`src/rtl/serial_pattern_gen_pkg.sv`:
```
// Shared definitions for the serial pattern generator: state encodings,
// idle line level default and the registered serial output bundle.
package serial_pattern_gen_pkg;

    // Controller state encodings (IDLE=0, SHIFT=1, GAP=2)
    localparam logic [1:0] ST_IDLE  = 2'd0;
    localparam logic [1:0] ST_SHIFT = 2'd1;
    localparam logic [1:0] ST_GAP   = 2'd2;

    // Level driven on sdata whenever no pattern bit is active
    localparam logic IDLE_LEVEL_DEF = 1'b0;

    // Registered serial output bundle presented to the detector
    typedef struct packed {
        logic sdata;
        logic bit_valid;
        logic done;
    } ser_out_t;

endpackage : serial_pattern_gen_pkg

```
`src/rtl/serial_pattern_gen_bit_down_counter.sv`:
```
// Loadable down counter with zero flag; used for bit and gap counting.
module bit_down_counter #(
    parameter int unsigned W = 4
) (
    input  logic         clk,
    input  logic         rst_n,
    input  logic         load,
    input  logic [W-1:0] load_val,
    input  logic         dec,
    output logic [W-1:0] count,
    output logic         zero_c
);

    logic [W-1:0] cnt_q;
    logic [W-1:0] cnt_d;

    // Next count: load has priority, decrement saturates at zero
    always_comb begin
        cnt_d = cnt_q;
        if (load) begin
            cnt_d = load_val;
        end else if (dec && (cnt_q != '0)) begin
            cnt_d = cnt_q - W'(1);
        end
    end

    // Count register
    always_ff @(posedge clk or negedge rst_n) begin
        if (!rst_n) begin
            cnt_q <= '0;
        end else begin
            cnt_q <= cnt_d;
        end
    end

    assign count  = cnt_q;
    assign zero_c = (cnt_q == '0);

endmodule : bit_down_counter

```
`src/rtl/serial_pattern_gen.sv`:
```
// Serial pattern generator: loads a parallel word and shifts it out MSB-first
// on sdata, optionally repeating it with an idle gap until stopped.
module serial_pattern_gen
    import serial_pattern_gen_pkg::*;
#(
    parameter int unsigned WIDTH      = 8,
    parameter int unsigned GAP_CYCLES = 2,
    parameter logic        IDLE_LEVEL = IDLE_LEVEL_DEF
) (
    input  logic                         clk,
    input  logic                         rst_n,
    input  logic                         load,
    input  logic [WIDTH-1:0]             data,
    input  logic [$clog2(WIDTH+1)-1:0]   nbits,
    input  logic                         repeat_en,
    input  logic                         stop,
    output logic                         ready,
    output logic                         busy,
    output logic                         sdata,
    output logic                         bit_valid,
    output logic                         done
);

    localparam int unsigned CW = $clog2(WIDTH + 1);
    localparam int unsigned GW = (GAP_CYCLES < 2) ? 1 : $clog2(GAP_CYCLES);
    localparam logic [GW-1:0] GAP_LOAD =
        (GAP_CYCLES == 0) ? GW'(0) : GW'(GAP_CYCLES - 1);

    logic [1:0]       state_q, state_d;
    logic [WIDTH-1:0] pat_q, pat_d;
    logic [WIDTH-1:0] sh_q, sh_d;
    logic [CW-1:0]    len_q, len_d;
    logic             rep_q, rep_d;
    logic             busy_q, busy_d;
    ser_out_t         out_q, out_d;

    logic [CW-1:0]    nb_eff;
    logic [WIDTH-1:0] aligned;
    logic             restart;

    logic             bc_load, bc_dec, bc_zero;
    logic [CW-1:0]    bc_val, bc_count;
    logic             gc_load, gc_dec, gc_zero;
    logic [GW-1:0]    gc_count_unused;

    // Bit counter: bits remaining after the one currently on sdata
    bit_down_counter #(.W(CW)) u_bit_cnt (
        .clk      (clk),
        .rst_n    (rst_n),
        .load     (bc_load),
        .load_val (bc_val),
        .dec      (bc_dec),
        .count    (bc_count),
        .zero_c   (bc_zero)
    );

    // Gap counter: idle cycles remaining between repeated passes
    bit_down_counter #(.W(GW)) u_gap_cnt (
        .clk      (clk),
        .rst_n    (rst_n),
        .load     (gc_load),
        .load_val (GAP_LOAD),
        .dec      (gc_dec),
        .count    (gc_count_unused),
        .zero_c   (gc_zero)
    );

    // Clamp requested length and left-align the pattern so its first bit is the MSB
    always_comb begin
        nb_eff  = (nbits > CW'(WIDTH)) ? CW'(WIDTH) : nbits;
        aligned = data << (CW'(WIDTH) - nb_eff);
    end

    // Next-state and registered-output logic
    always_comb begin
        state_d       = state_q;
        pat_d         = pat_q;
        sh_d          = sh_q;
        len_d         = len_q;
        rep_d         = rep_q;
        out_d         = '{sdata: IDLE_LEVEL, bit_valid: 1'b0, done: 1'b0};
        bc_load       = 1'b0;
        bc_val        = '0;
        bc_dec        = 1'b0;
        gc_load       = 1'b0;
        gc_dec        = 1'b0;
        restart       = 1'b0;

        case (state_q)
            ST_IDLE: begin
                if (load && (nbits != '0)) begin
                    state_d         = ST_SHIFT;
                    pat_d           = aligned;
                    sh_d            = {aligned[WIDTH-2:0], 1'b0};
                    len_d           = nb_eff;
                    rep_d           = repeat_en;
                    out_d.sdata     = aligned[WIDTH-1];
                    out_d.bit_valid = 1'b1;
                    out_d.done      = (nb_eff == CW'(1));
                    bc_load         = 1'b1;
                    bc_val          = nb_eff - CW'(1);
                end
            end
            ST_SHIFT: begin
                if (stop) begin
                    rep_d = 1'b0;
                end
                if (!bc_zero) begin
                    out_d.sdata     = sh_q[WIDTH-1];
                    out_d.bit_valid = 1'b1;
                    out_d.done      = (bc_count == CW'(1));
                    sh_d            = {sh_q[WIDTH-2:0], 1'b0};
                    bc_dec          = 1'b1;
                end else if (rep_q && !stop) begin
                    if (GAP_CYCLES == 0) begin
                        restart = 1'b1;
                    end else begin
                        state_d = ST_GAP;
                        gc_load = 1'b1;
                    end
                end else begin
                    state_d = ST_IDLE;
                end
            end
            ST_GAP: begin
                if (stop) begin
                    state_d = ST_IDLE;
                    rep_d   = 1'b0;
                end else if (gc_zero) begin
                    restart = 1'b1;
                end else begin
                    gc_dec = 1'b1;
                end
            end
            default: begin
                state_d = ST_IDLE;
            end
        endcase

        // Re-send the latched pattern from its first bit
        if (restart) begin
            state_d         = ST_SHIFT;
            out_d.sdata     = pat_q[WIDTH-1];
            out_d.bit_valid = 1'b1;
            out_d.done      = (len_q == CW'(1));
            sh_d            = {pat_q[WIDTH-2:0], 1'b0};
            bc_load         = 1'b1;
            bc_val          = len_q - CW'(1);
        end

        busy_d = (state_d != ST_IDLE);
    end

    // State, datapath and output registers
    always_ff @(posedge clk or negedge rst_n) begin
        if (!rst_n) begin
            state_q <= ST_IDLE;
            pat_q   <= '0;
            sh_q    <= '0;
            len_q   <= '0;
            rep_q   <= 1'b0;
            busy_q  <= 1'b0;
            out_q   <= '{sdata: IDLE_LEVEL, bit_valid: 1'b0, done: 1'b0};
        end else begin
            state_q <= state_d;
            pat_q   <= pat_d;
            sh_q    <= sh_d;
            len_q   <= len_d;
            rep_q   <= rep_d;
            busy_q  <= busy_d;
            out_q   <= out_d;
        end
    end

    assign busy      = busy_q;
    assign ready     = ~busy_q;
    assign sdata     = out_q.sdata;
    assign bit_valid = out_q.bit_valid;
    assign done      = out_q.done;

endmodule : serial_pattern_gen

```
`config.mk`:
```
export PLATFORM = sky130hd
export DESIGN_NAME = serial_pattern_gen
export DESIGN_NICKNAME = d
export VERILOG_FILES = /design/src/rtl/serial_pattern_gen_pkg.sv /design/src/rtl/serial_pattern_gen_bit_down_counter.sv /design/src/rtl/serial_pattern_gen.sv
export SDC_FILE = /design/constraint.sdc
export NUM_CORES = 1
export LEC_CHECK = 0
export BUFFER_PORTS_ARGS = -buffer_cell sky130_fd_sc_hd__buf_2
export CAP_MARGIN = 20
export CORE_MARGIN = 2
export CORE_UTILIZATION = 54
export CTS_CLUSTER_DIAMETER = 50
export DETAILED_ROUTE_END_ITERATION = 8
export GPL_TIMING_DRIVEN = 0
export PLACE_DENSITY = 0.71
export SLEW_MARGIN = 20
export SYNTH_ARGS = -nofsm -noshare
export SYNTH_HDL_FRONTEND = slang
export SYNTH_SLANG_ARGS = --single-unit
```
`constraint.sdc`:
```
create_clock -name clk -period 1.94 [get_ports clk]
set_input_delay 0.582 -clock clk [delete_from_list [all_inputs] [get_ports clk]]
set_output_delay 0.582 -clock clk [all_outputs]
set_load 0.01 [all_outputs]
```
Yosys cells after proc, flatten, opt, wreduce, memory -nomap -nowiden

Cells that the tools add are included.

Bits in registers: 32
Input port bits: 17
Output and inout port bits: 5
Logic and storage cells: 85

Add/sub/neg operators: 5
$lt $le $gt $ge: 1
Eq/ne operators: 9
Shift-type cells: 1
Multiplexer cells: 39
Bitwise gates (word level): 1
Reductions and logical operators: 18

Operators with widths:

| kind                                                  | count |
|---|---|
| two-way mux 4 bit                                     | 6 |
| two-way mux 8 bit                                     | 3 |
| two-way mux 1 bit                                     | 18 |
| case mux 8 bit (2 select lines)                       | 1 |
| equality test 4 x 1 -> 1 bit (second input constant)  | 3 |
| subtractor 4 x 1 -> 4 bit (second input constant)     | 3 |
| two-way mux 2 bit                                     | 5 |
| two-way mux 3 bit                                     | 3 |
| nonzero test 2 bit                                    | 4 |
| nonzero test 4 bit                                    | 2 |
| << shifter 8 x 4 -> 8 bit                             | 1 |
| != test 3 bit (second input constant)                 | 2 |
| case mux 2 bit (3 select lines)                       | 1 |
| case mux 3 bit (2 select lines)                       | 1 |
| AND reduction 3 bit                                   | 2 |
| greater-than comparator 4 bit (second input constant) | 1 |
| logical AND 1 bit                                     | 4 |
| logical NOT 4 bit                                     | 1 |
| subtractor 4 bit (first input constant)               | 1 |
| nonzero test 3 bit                                    | 1 |
| equality test 2 x 1 -> 1 bit (second input constant)  | 1 |
| equality test 2 bit (second input constant)           | 1 |
| logical NOT 2 bit                                     | 1 |
| != test 2 x 1 -> 1 bit (second input constant)        | 1 |
| 7 further kinds                                       | 7 |

Logic depth before layout (Yosys ltp)

Depth in word-level cells: 7
Depth in mapped cells: 9
Depth with buffers taken out: 8

Hierarchy

A second synthesis with hierarchy kept.

Cell total of the unflattened synthesis: 242
Area total of the unflattened synthesis: 2165.8 µm²

By module, submodules not included:

| module                        | times used | cells each | area an instance (µm²) |
|---|---|---|---|
| serial_pattern_gen            | 1          | 211        | 1850.5 |
| bit_down_counter at u_bit_cnt | 1          | 27         | 270.3 |
| bit_down_counter at u_gap_cnt | 1          | 4          | 45.0 |

Least setup slack after synthesis

OpenSTA, ideal clock, no wires.

Path kind: in2reg
Start: input port nbits[0]
End: register sh_q[6]
Library setup time: 134 ps
Arrival: 2233 ps
Data required time: 1806 ps
Slack: -427 ps
Stages: 9
Path buffers: 1
Cell sequence: nor2b_1 > buf_2 > inv_1 > ha_1 > inv_1 > xnor2_2 > mux2_2 > o2111ai_1 > a31oi_1

Cells in the longest elaborated chain, start to end: 7

Ends and longest elaborated chain:

| element                             | line                      | source |
|---|---|---|
| from (decl)                         | serial_pattern_gen.sv:14  | `input logic [$clog2(WIDTH+1)-1:0] nbits,` |
| greater-than comparator 4 bit       | serial_pattern_gen.sv:70  | `nb_eff = (nbits > CW'(WIDTH)) ? CW'(WIDTH) : nbits;` |
| two-way mux 4 bit (*)               | serial_pattern_gen.sv:70  |  |
| named net nb_eff[0]                 | serial_pattern_gen.sv:37  | `logic [CW-1:0] nb_eff;` |
| subtractor 4 bit (*)                | serial_pattern_gen.sv:71  | `aligned = data << (CW'(WIDTH) - nb_eff);` |
| << shifter 8 x 4 -> 8 bit (*)       | serial_pattern_gen.sv:71  |  |
| two-way mux 8 bit (*)               | serial_pattern_gen.sv:91  | `if (load && (nbits != '0)) begin` |
| case mux 8 bit (2 select lines) (*) | serial_pattern_gen.sv:89  | `case (state_q)` |
| two-way mux 8 bit (*)               | serial_pattern_gen.sv:141 | `if (restart) begin` |
| to (signal assigned)                | serial_pattern_gen.sv:159 | `sh_q <= '0;` |
| to (signal assigned)                | serial_pattern_gen.sv:167 | `sh_q <= sh_d;` |
| to (decl)                           | serial_pattern_gen.sv:31  | `logic [WIDTH-1:0] sh_q, sh_d;` |

Mark *: on every way through the listed nets, which the timed path passes. The rest lies on a longest branch. The select of a mux whose other input is x is not followed.
A chain may end at the register's enable or synchronous reset.

Worst setup path in the final report

Start: input port nbits[0]
End: register sh_q[4]

Same word-level chain as after synthesis.

==> flow_summary.ini <==
[detailed_routing]
route.detailed.drc = 0
vias_per_cell = 5.97
wl_per_cell_um = 16.6
wl_um = 4840
num_vias = 1742
drt_iter0_markers = 83
ant_nets = 0
firstDrtPassIters = 4

[sta]
clock-skew-final_ps = 15.0
min_period_over_period_pct = 97.5
layout_min_cycle_time_ps = 1890
hold_violations = 0
final_max_slew_viol_count = 0
relSlewSlack_pct = 53.9
timing.fmax_mhz = 529
whs_ps = 262
fin_ws_ps = 48.6
setup_viol = 0
worst-slew-pin-transition_ps = 692

[clocking]
cts_buffers = 5
cts_tree = yes
h-tree-depth = 2
clock_latency_ps = 350
cts_root_buf = clkbuf_4
cts_buffer_depth = 2
clk_pin_slew_ps = 110
cts.sinks = 31

[floorplanning]
top_level_ports = 22
coreArea_um2 = 3420
rows = 21
die_w_um = 64.1
start_util_pct = 57.2
chipHeight_um = 64.1
die_area_um2 = 4110

[placement]
dpl_cell_area_um2 = 2170
place_worst_setup_slack_ps = -443
portBuffers = 21
dp_hpwl_um = 3540
place.gp.congestion = 0.852

[synthesis]
synth-seq-area-share_pct = 39.7
synth_cells = 212
synth.distinct_cells = 48
synthMuxAreaShare_pct = 8.07
yosysWarnings = 0
syn_nets = 239
async_flop_share_pct = 100
avgSynthCellArea_um2 = 9.21
yosys-top-cells-area = dfrtp_1 40%, ha_1 6.4%, nand2_1 4.8%, mux2i_1 4.6%, o21ai_0 4.1%
synth_top_family_by_area = compound AO/OA/AOI/OAI gates
synth_top_area_share_pct = 39.7
ys_ff_latch = 31
syn-cell-area_um2 = 1950
synth-xor-area-share_pct = 3.07
synth-edff-count = 0
ys.flop_type = dfrtp_1
synth-simple-area-share_pct = 17.6
synth_compound_area_share_pct = 20.9
synth_top_area_cell = dfrtp_1
synth_adder_area_share_pct = 6.41

[setup_path]
slowest_stage = a2111o_1
required_ps = 2200
worst_ep_arrival_time_ps = 2150
critPathCaptureType = register
max_stage_delay_ps = 410
critPathKind = in -> reg
crit_path_cell_trace = buf_2, nor2b_1, buf_6, inv_4, ha_4, mux2_2, a2111o_1, a31oi_1
critical_path.max_fanout = 6
start_kind = primary input

[flow_run]
maxCapViolations = 0

[global_route]
track_usage_pct = 26.4
grt_max_degree = 32
antenna_found_initial = 0
grt_pass1_wl_um = 8310
first_global_vias = 1696
overflow = 0

[status]
outcome = finished, final reports clean

[layout]
nets = 272
syn2layout_area_growth_pct = 18.4
layout_commonest_cell = dfrtp_1
drive_gt1_share_pct = 26.4
post-route-util_pct = 67.7
stdcell_area_um2 = 2310
fill_cells = 285
layout_common_cells = 31 x dfrtp_1, 25 x nand2_1, 24 x buf_2
n_antenna_cell = 0

[pwr]
vdd_drop_max_mv = 0.766
p_leak_nw = 1.08
p_per_area_nw_per_um2 = 1290

[worst_hold_path]
hold_class = in -> async
critical path, delay by kind of cell:
| kind | cells | cell delay, ps |
|---|---|---|
| and+or+nand+nor | 1 | 130 |
| adders and majority gates | 1 | 160 |
| muxes | 1 | 390 |
| AOI/OAI and AO/OA | 2 | 570 |
| buffers and inverters | 3 | 310 |
cell families (layout without fill, tap and decap cells):
family,after synthesis,in the layout
and+or+nand+nor,69,69
AOI/OAI and AO/OA,60,60
muxes,15,15
xor gates and xnor gates,6,6
buffers and inverters,21,55
DFF,31,31
adders and majority gates,10,10
repair_timing:
| action | in CTS | in global routing |
|---|---|---|
| endpoints found under the setup margin | 13 | 19 |
| hold buffers | 0 | 0 |
| setup buffers | 3 | 3 |
| resized for setup | 4 | 14 |
| cloned | 0 | 0 |
| pin swaps | 2 | 3 |
final cells by class:
class | instances | area (um^2) | share of cell area [%]
inverters | 12 | 50.0 | 2.16
clock inverters | 1 | 5.00 | 0.216
flip-flops and latches | 31 | 776 | 33.5
repair buffers | 27 | 150 | 6.49
multi-input cells | 160 | 1180 | 51.1
plain buffers | 8 | 46.3 | 2.00
clock buffers | 7 | 45.0 | 1.95
well taps | 46 | 57.6 | 2.49
stage by stage:
stage / std cells / power [mW] / setup TNS (ps)
final: 292 / 2.98 / 0
after global routing: 292 / 3.22 / -55.2
after CTS: 289 / 2.91 / 0
after detailed placement: 279 / 2.49 / -7260
after global placement: 279 / 2.44 / -6690
after floorplan: 212 / 2.12 / -538
synthesized netlist by cell type (2+ instances only):
cell type	n
ha_1	10
nand2_1	25
a22oi_1	2
a21o_1	3
xnor2_1	3
and2b_1	2
dfrtp_1	31
nand2b_1	6
buf_2	2
xor2_1	2
nand3_1	4
inv_1	12
and3_1	2
nor2_1	16
a31oi_1	7
nor3_1	3
nor2b_1	3
mux2i_1	9
nand3b_1	2
o21ai_0	16
o31ai_1	3
o2bb2ai_1	4
mux2_2	6
clkbuf_1	6
o211ai_1	2
a221oi_1	2
a21oi_1	8
final timing paths:
| kind | start | endpoint | slack (ps) | depth (start not counted) |
|---|---|---|---|---|
| min in group clk | repeat_en | rep_q$_DFFE_PN0P_ | 480 | 3 |
| max in group asynchronous | rst_n | sh_q[3]$_DFFE_PN0P_ | 1210 | 1 |
| min | rst_n | rep_q$_DFFE_PN0P_ | 260 | 1 |
| max | nbits[0] | sh_q[4]$_DFFE_PN0P_ | 50 | 8 |
| min reg2reg | pat_q[2]$_DFFE_PN0P_ | pat_q[2]$_DFFE_PN0P_ | 480 | 2 |
| max reg2reg | state_q[1]$_DFF_PN0_ | sh_q[5]$_DFFE_PN0P_ | 150 | 7 |
sequential cells by signal, indices dropped and copies added, names as in the netlist:
| signal | cells |
|---|---|
| bit_valid | 1 |
| busy | 1 |
| done | 1 |
| len_q | 4 |
| pat_q | 8 |
| rep_q | 1 |
| sdata | 1 |
| sh_q | 7 |
| state_q | 2 |
| u_bit_cnt.count | 4 |
| u_gap_cnt.count | 1 |
power by group:
group | internal [mW] | switching (mW) | leakage (nW)
Combinational | 0.660 | 0.816 | 0.663
Clock | 0.141 | 0.234 | 0.0293
Sequential | 0.935 | 0.195 | 0.385
metal layers:
| metal | global-route usage, % | wire (um) |
|---|---|---|
| met1 | 35.2 | 2090 |
| met2 | 44.0 | 2360 |
| met3 | 5.28 | 324 |
| met4 | 6.91 | 66 |
| met5 | 0 | 0 |
No activity file was read; power rests on OpenSTA's default activity.
